$ cat config.mk
export PLATFORM = sky130hd
export DESIGN_NAME = chunked_add_sub
export DESIGN_NICKNAME = d
export VERILOG_FILES = /design/src/rtl/chunked_add_pkg.sv /design/src/rtl/chunk_ripple_adder.sv /design/src/rtl/chunked_add_sub.sv
export SDC_FILE = /design/constraint.sdc
export NUM_CORES = 1
export LEC_CHECK = 0
export CAP_MARGIN = 10
export CORE_UTILIZATION = 55
export DETAILED_ROUTE_END_ITERATION = 16
export PLACE_DENSITY_LB_ADDON = 0.2
export SYNTH_ARGS = -nofsm -noshare
export SYNTH_HDL_FRONTEND = slang
export SYNTH_HIERARCHICAL = 1
export SYNTH_SLANG_ARGS = --single-unit
$ cat constraint.sdc
create_clock -name clk -period 5 [get_ports clk]
set_input_delay 0.75 -clock clk [delete_from_list [all_inputs] [get_ports clk]]
set_output_delay 0.75 -clock clk [all_outputs]
set_load 0.005 [all_outputs]
$ cat src/rtl/chunked_add_pkg.sv
// rtl/chunked_add_pkg.sv - shared state encoding and default sizes for the chunked adder
package chunked_add_pkg;

  typedef enum logic [1:0] {
    IDLE = 2'd0,
    RUN  = 2'd1,
    DONE = 2'd2
  } state_t;

  localparam int DEF_WIDTH = 16;
  localparam int DEF_CHUNK = 4;

endpackage

$ cat src/rtl/chunk_ripple_adder.sv
// rtl/chunk_ripple_adder.sv - CHUNK-bit ripple of full-adder cells
module chunk_ripple_adder #(
  parameter int CHUNK = 4
) (
  input  logic [CHUNK-1:0] a,
  input  logic [CHUNK-1:0] b,
  input  logic             cin,
  output logic [CHUNK-1:0] sum,
  output logic             cout,
  output logic             c_msb
);

  logic [CHUNK:0] c;

  always_comb begin
    c    = '0;
    sum  = '0;
    c[0] = cin;
    for (int i = 0; i < CHUNK; i++) begin
      sum[i]   = a[i] ^ b[i] ^ c[i];
      c[i+1]   = (a[i] & b[i]) | (c[i] & (a[i] ^ b[i]));
    end
  end

  assign cout  = c[CHUNK];
  // carry into the top bit, needed for signed overflow on the last chunk
  assign c_msb = c[CHUNK-1];

endmodule

$ cat src/rtl/chunked_add_sub.sv
// rtl/chunked_add_sub.sv - multi-cycle add/subtract, one CHUNK-bit slice per cycle, LSB first
module chunked_add_sub
  import chunked_add_pkg::*;
#(
  parameter int WIDTH = DEF_WIDTH,
  parameter int CHUNK = DEF_CHUNK
) (
  input  logic             clk,
  input  logic             rst_n,
  input  logic             in_valid,
  output logic             in_ready,
  input  logic [WIDTH-1:0] a,
  input  logic [WIDTH-1:0] b,
  input  logic             cin,
  input  logic             sub,
  output logic             out_valid,
  input  logic             out_ready,
  output logic [WIDTH-1:0] sum,
  output logic             cout,
  output logic             ovf,
  output logic             zero
);

  localparam int NCHUNK = WIDTH / CHUNK;
  localparam int KW     = (NCHUNK > 1) ? $clog2(NCHUNK) : 1;
  localparam logic [KW-1:0] LAST_K = KW'(NCHUNK - 1);

  state_t           state;
  logic [KW-1:0]    k;
  logic             carry;
  logic [WIDTH-1:0] a_sh;
  logic [WIDTH-1:0] b_sh;
  logic [CHUNK-1:0] c_sum;
  logic             c_out;
  logic             c_msb;
  logic [WIDTH-1:0] sum_next;

  chunk_ripple_adder #(.CHUNK(CHUNK)) u_adder (
    .a     (a_sh[CHUNK-1:0]),
    .b     (b_sh[CHUNK-1:0]),
    .cin   (carry),
    .sum   (c_sum),
    .cout  (c_out),
    .c_msb (c_msb)
  );

  // Result fills from the top; after NCHUNK shifts chunk 0 sits at the LSB.
  always_comb begin
    sum_next                   = sum >> CHUNK;
    sum_next[WIDTH-1 -: CHUNK] = c_sum;
  end

  always_ff @(posedge clk or negedge rst_n) begin
    if (!rst_n) begin
      state     <= IDLE;
      k         <= '0;
      carry     <= 1'b0;
      a_sh      <= '0;
      b_sh      <= '0;
      sum       <= '0;
      cout      <= 1'b0;
      ovf       <= 1'b0;
      zero      <= 1'b0;
      in_ready  <= 1'b1;
      out_valid <= 1'b0;
    end else begin
      case (state)
        IDLE: begin
          if (in_valid) begin
            // subtract is a + ~b + ~cin, so fold the inversions in at capture
            a_sh     <= a;
            b_sh     <= sub ? ~b : b;
            carry    <= sub ? ~cin : cin;
            k        <= '0;
            in_ready <= 1'b0;
            state    <= RUN;
          end
        end
        RUN: begin
          a_sh  <= a_sh >> CHUNK;
          b_sh  <= b_sh >> CHUNK;
          carry <= c_out;
          sum   <= sum_next;
          k     <= k + 1'b1;
          if (k == LAST_K) begin
            cout      <= c_out;
            ovf       <= c_msb ^ c_out;
            zero      <= (sum_next == '0);
            out_valid <= 1'b1;
            state     <= DONE;
          end
        end
        DONE: begin
          if (out_ready) begin
            out_valid <= 1'b0;
            in_ready  <= 1'b1;
            state     <= IDLE;
          end
        end
        default: begin
          out_valid <= 1'b0;
          in_ready  <= 1'b1;
          state     <= IDLE;
        end
      endcase
    end
  end

endmodule

# --- Word-level counts from Yosys, hierarchy flattened ---
# Cells that the tools add are included.
totals:
  latchBits: 0
  n_memories: 0
  word_cells: 71
  in_bits: 38
  reg_bits: 58
  out_inout_bits: 21
  mem_bits_rw: 0
  mem_bits_ro: 0
classes:
  n_bitwise: 25
  n_eq_ne: 6
  add_sub_neg: 1
  n_mux: 20
  n_lt_le_gt_ge: 0
  n_reduce_logical: 8
  multipliers: 0
  div_mod_pow: 0
  shifts: 0
op_table:
  columns: ["cell", "n"]
  rows:
  - ["$pmux 16 s2", 2]
  - ["$mux 16", 3]
  - ["$logic_not 16->1", 1]
  - ["$not 16->16", 1]
  - ["$reduce_and 3->1", 3]
  - ["$xor 1x1->1", 9]
  - ["$and 1x1->1", 8]
  - ["$mux 2", 4]
  - ["$mux 1", 6]
  - ["$ne 2x2->1 const B", 3]
  - ["$pmux 1 s3", 2]
  - ["$pmux 2 s3", 1]
  - ["$eq 2x2->1 const B", 2]
  - ["$or 1x1->1", 4]
  - ["$pmux 2 s2", 1]
  - ["$reduce_and 2->1", 2]
  - ["$not 1->1", 3]
  - ["$add 2x1->2 const B", 1]
  - ["$eq 2x1->1 const B", 1]
  - ["$logic_not 2->1", 1]
  - ["$pmux 1 s2", 1]
  - ["$reduce_bool 2->1", 1]

# --- Logic depth before layout (Yosys ltp) ---
logic_depth:
  ltp_word: 10
  depth_mapped: 9
  depth_no_buf: 9

# --- By module ---
# The synthesis kept the hierarchy.
modules_own_cells:
  columns: ["module", "cells_per_inst", "seq_area_each_um2", "area_each_um2", "instances"]
  rows:
  - ["chunked_add_sub", 244, 1452.6, 2760.1, 1]
  - ["chunk_ripple_adder", 12, 0.0, 110.1, 1]

# --- Least setup slack after synthesis ---
# No wires, ideal clock.
synth_timing:
  kind: "register to register"
  from: "reg a_sh[0]"
  to: "reg zero"
  setup_ps: 83
  t_arrival_ps: 2202
  period_less_slack_ps: 2285
  slack_ps: 2715
  path_buffers: 0
  t_required_ps: 4917
  stages_incl_launch_ff: 10
  path_cell_list: "dfrtp_1 fa_1 inv_1 fa_1 fa_1 inv_1 fa_1 nor4_1 nand4_1 o21ai_0"
synth_via:
  elab_chain_len: 9
  elab_cells_between_ends: 13
  cone_classes: "bitwise (12); reduce/logical (1)"
synth_lines:
  columns: ["element", "line", "source"]
  rows:
  - ["start: declaration", "chunked_add_sub.sv:31", "logic [WIDTH-1:0] a_sh;"]
  - ["start signal: assignment", "chunked_add_sub.sv:80", "a_sh <= a_sh >> CHUNK;"]
  - ["$xor 1x1->1", "chunk_ripple_adder.sv:21", "c[i+1] = (a[i] & b[i]) | (c[i] & (a[i] ^ b[i]));"]
  - ["$and 1x1->1", "chunk_ripple_adder.sv:21", null]
  - ["$or 1x1->1 *", "chunk_ripple_adder.sv:21", null]
  - ["$and 1x1->1 *", "chunk_ripple_adder.sv:21", null]
  - ["$or 1x1->1 *", "chunk_ripple_adder.sv:21", null]
  - ["$and 1x1->1 *", "chunk_ripple_adder.sv:21", null]
  - ["$or 1x1->1 *", "chunk_ripple_adder.sv:21", null]
  - ["net c_msb", "chunked_add_sub.sv:35", "logic c_msb;"]
  - ["$xor 1x1->1 *", "chunk_ripple_adder.sv:20", "sum[i] = a[i] ^ b[i] ^ c[i];"]
  - ["net c_sum[3]", "chunked_add_sub.sv:33", "logic [CHUNK-1:0] c_sum;"]
  - ["$logic_not 16->1 *", "chunked_add_sub.sv:88", "zero <= (sum_next == '0);"]
  - ["end signal: assignment", "chunked_add_sub.sv:88", null]
  - ["end: declaration", "chunked_add_sub.sv:21", "output logic zero"]
# The timed path passes the listed nets; every way through them passes the cells marked *.
# A chain may end at the register's enable or synchronous reset.

# --- Final worst setup path ---
# Ends and elaborated chain as after synthesis.

==> run_results.csv <==
group,metric,value,unit
run_status,outcome,"finished clean",
grt,grt_max_degree,59,
route,vias,2079,
power,clkPwrFrac,19.7,%
power,p_seq_share,35.3,%
floorplanning,fp-row-count,25,
sta,hold_viol_final,0,
sta,slew_headroom,36.7,%
floorplanning,initial_core_util,58.8,%
yosys,ys.flop_type,"dfrtp_1",
yosys,ys_types,31,
power,p_int,1.56,mW
floorplanning,die_area,0.00551,mm2
setup_path,worstSetupStartpointType,"register",
floorplanning,io_pins,59,
grt,grt_pass1_wl,9540,um
setup_path,path_max_fanout,2,
final_layout,syn2layout_area_growth,27.2,%
grt,grtUsageTotal,23.4,%
clock_tree,cts_buffers,9,
placed_design,placed_cell_area,0.00343,mm2
route,post_drt_wl_per_cell,14.8,um
clock_tree,ctsHoldBuffers,0,
power,combPwrFrac,45.1,%
yosys,synth-seq-cells,58,
yosys,yosysMostFrequentCell,"dfrtp_1",
sta,report.final.slew_viol_count,0,
grt,grt_pass1_vias,2042,
sta,grt_setup_unrepaired,"no",
placed_design,placed_cells,367,
final_layout,final_cells,383,
sta,setup_viol,0,
clock_tree,clkSlewWorstSetupHoldPaths,0.06,ns
route,route.detailed.drc,0,
final_layout,fin_area,0.00365,mm2
final_layout,nets,354,
yosys,async_flop_share,100,%
route,ant_nets,0,
sta,post-route-min-period,2.65,ns
yosys,synth-edff-count,0,
floorplanning,die_y,74.2,um
clock_tree,cts_root_buffer,"clkbuf_8",
clock_tree,cts_tree,"built",
power,powerDensity,642,mW/mm2
sta,finalCritPeriodShare,52.9,%
yosys,synthCells,256,
clock_tree,ctsLongestPathBuffers,2,
floorplanning,core_area,0.00488,mm2
power,worst_ir_drop_vdd,0.000336,V
route,wirelength,5670,um
placed_design,io_buffers,58,
yosys,synth.area.top_cells,"dfrtp_1 50%, a21oi_1 4.7%, xnor2_1 4.3%",
yosys,yosys_warnings,6,
yosys,synth_area_leader_cell,"dfrtp_1",
power,p_sw,0.783,mW
yosys,synthTopCellsByCount,"57 x dfrtp_1, 27 x a21oi_1, 21 x nand2_1, 19 x nor2b_1, 16 x o21ai_0",
placed_design,gp_congestion,0.731,
grt,antenna_found_initial,0,
route,drtPass1Iterations,4,
setup_path,critPathKind,"register to register",
final_layout,layout-drive-gt1-share,12.7,%
power,p_leak,1.58,nW
yosys,synth_area_per_cell,11.2,um2
clock_tree,postCtsSetupBuffers,0,
min_path,min_path_type,"register to register",
final_layout,post-route-util,74.8,%
setup_path,reg2reg_slack,2.35,ns
grt,grt_overflow_total,0,
yosys,yosysTopAreaCellShare,49.7,%
route,drtIter0Drc,126,
power,swShare,33.5,%
route,via_per_inst,5.43,
sta,worst_slew_pin_slew,0.947,ns
sta,skew,0.00602,ns
yosys,netlist_area,0.00287,mm2
floorplanning,die_x,74.2,um
clock_tree,clk_latency,0.33,ns
yosys,synth_nets,299,
clock_tree,post_cts_resize_count,0,
job,maxCapViolations,0,
setup_path,critPathRequiredTime,5.23,ns
sta,fin_setup_tns,0,ns
final_layout,n_antenna_cell,0,
setup_path,end_kind,"register",
clock_tree,cts_sinks,58,
clock_tree,h-tree-depth,3,
yosys,yosysSeqAreaShare,50.6,%
placed_design,dp.final_hpwl,3670,um
setup_path,crit_arrival,2.88,ns
sta,max_freq,378,MHz
-- final timing paths --
path | start | endpoint | cells after the start
worst max register to register | a_sh[0] | zero | 9
min in group asynchronous | rst_n | out_valid | 2
max in group asynchronous | rst_n | sum[7] | 2
worst max-delay path | a_sh[0] | zero | 9
worst min-delay path | a_sh[7] | a_sh[7] | 2
worst min register to register | a_sh[7] | a_sh[7] | 2
-- metrics by stage --
| stage | worst slack, ns | hold slack, ns | power [mW] |
|---|---|---|---|
| CTS | 2.32 | 0.485 | 2.36 |
| detailed placement | 2.38 | 0.471 | 1.89 |
| global route | 2.11 | 0.504 | 2.51 |
| finish | 2.35 | 0.482 | 2.34 |
| global placement | 2.46 | 0.462 | 1.85 |
| floorplan | 2.71 | 0.450 | 1.57 |
-- layout make-up --
cell class | count | area, um2
sequential | 58 | 1450
multi-input combinational | 172 | 1260
fill | 366 | 1230
timing repair buffer | 62 | 606
clock buffer | 15 | 186
tap | 67 | 83.8
clock inverter | 1 | 30.0
inverter | 8 | 30.0
-- placed cells by master (no fill, tap or decap), types with 2 or more instances in the layout --
| cell | instances |
|---|---|
| nor4_1 | 4 |
| a22o_1 | 5 |
| xnor2_1 | 14 |
| a21oi_1 | 27 |
| clkbuf_8 | 13 |
| xor2_1 | 4 |
| o22a_1 | 13 |
| mux2_4 | 8 |
| nor2_1 | 5 |
| clkdlybuf4s50_1 | 57 |
| nor2b_1 | 19 |
| nand2_1 | 21 |
| o21ai_0 | 16 |
| dfrtp_1 | 57 |
| buf_4 | 4 |
| a22oi_1 | 5 |
| fa_1 | 4 |
| mux2_2 | 10 |
| o21ai_1 | 3 |
| clkbuf_1 | 2 |
| inv_1 | 8 |
| and3b_1 | 7 |
-- critical path: stages (launching register included) --
cell and delay (ns):
dfrtp_1 0.37, fa_1 0.18, inv_1 0.05, fa_1 0.37, fa_1 0.37, inv_1 0.11
fa_1 0.43, nor4_1 0.28, nand4_1 0.17, o21ai_0 0.22
-- cell families (layout without fill, tap and decap cells) --
group | Yosys count | count (layout) | share of synthesized area, %
compound gates | 70 | 70 | 15.2
xor+xnor | 18 | 18 | 5.49
fa+ha+maj | 5 | 5 | 3.23
buf+inv | 26 | 86 | 5.45
flops | 58 | 58 | 50.6
mux | 18 | 18 | 8.11
simple gates | 61 | 61 | 11.9
-- sequential cells by signal, indices dropped and copies added (netlist names) --
name       cells
k              2
out_valid      1
in_ready       1
sum           16
b_sh          16
carry          1
cout           1
ovf            1
zero           1
a_sh          16
state          2
-- metal layers --
metal / routed length [um] / track usage (%)
met2: 2750 / 37.4
met5: 0 / 0
met3: 168 / 4.61
met1: 2660 / 31.5
met4: 93 / 10.1
-- power by group through the flow --
stage / Combinational [mW] / Clock (mW) / Sequential [mW]
after global placement: 1.03 / 0 / 0.827
after CTS: 1.07 / 0.466 / 0.826
after global routing: 1.17 / 0.484 / 0.849
after floorplan: 0.761 / 0 / 0.813
after detailed placement: 1.06 / 0 / 0.832
final: 1.06 / 0.461 / 0.826
Power figures use the tool's default switching activity.
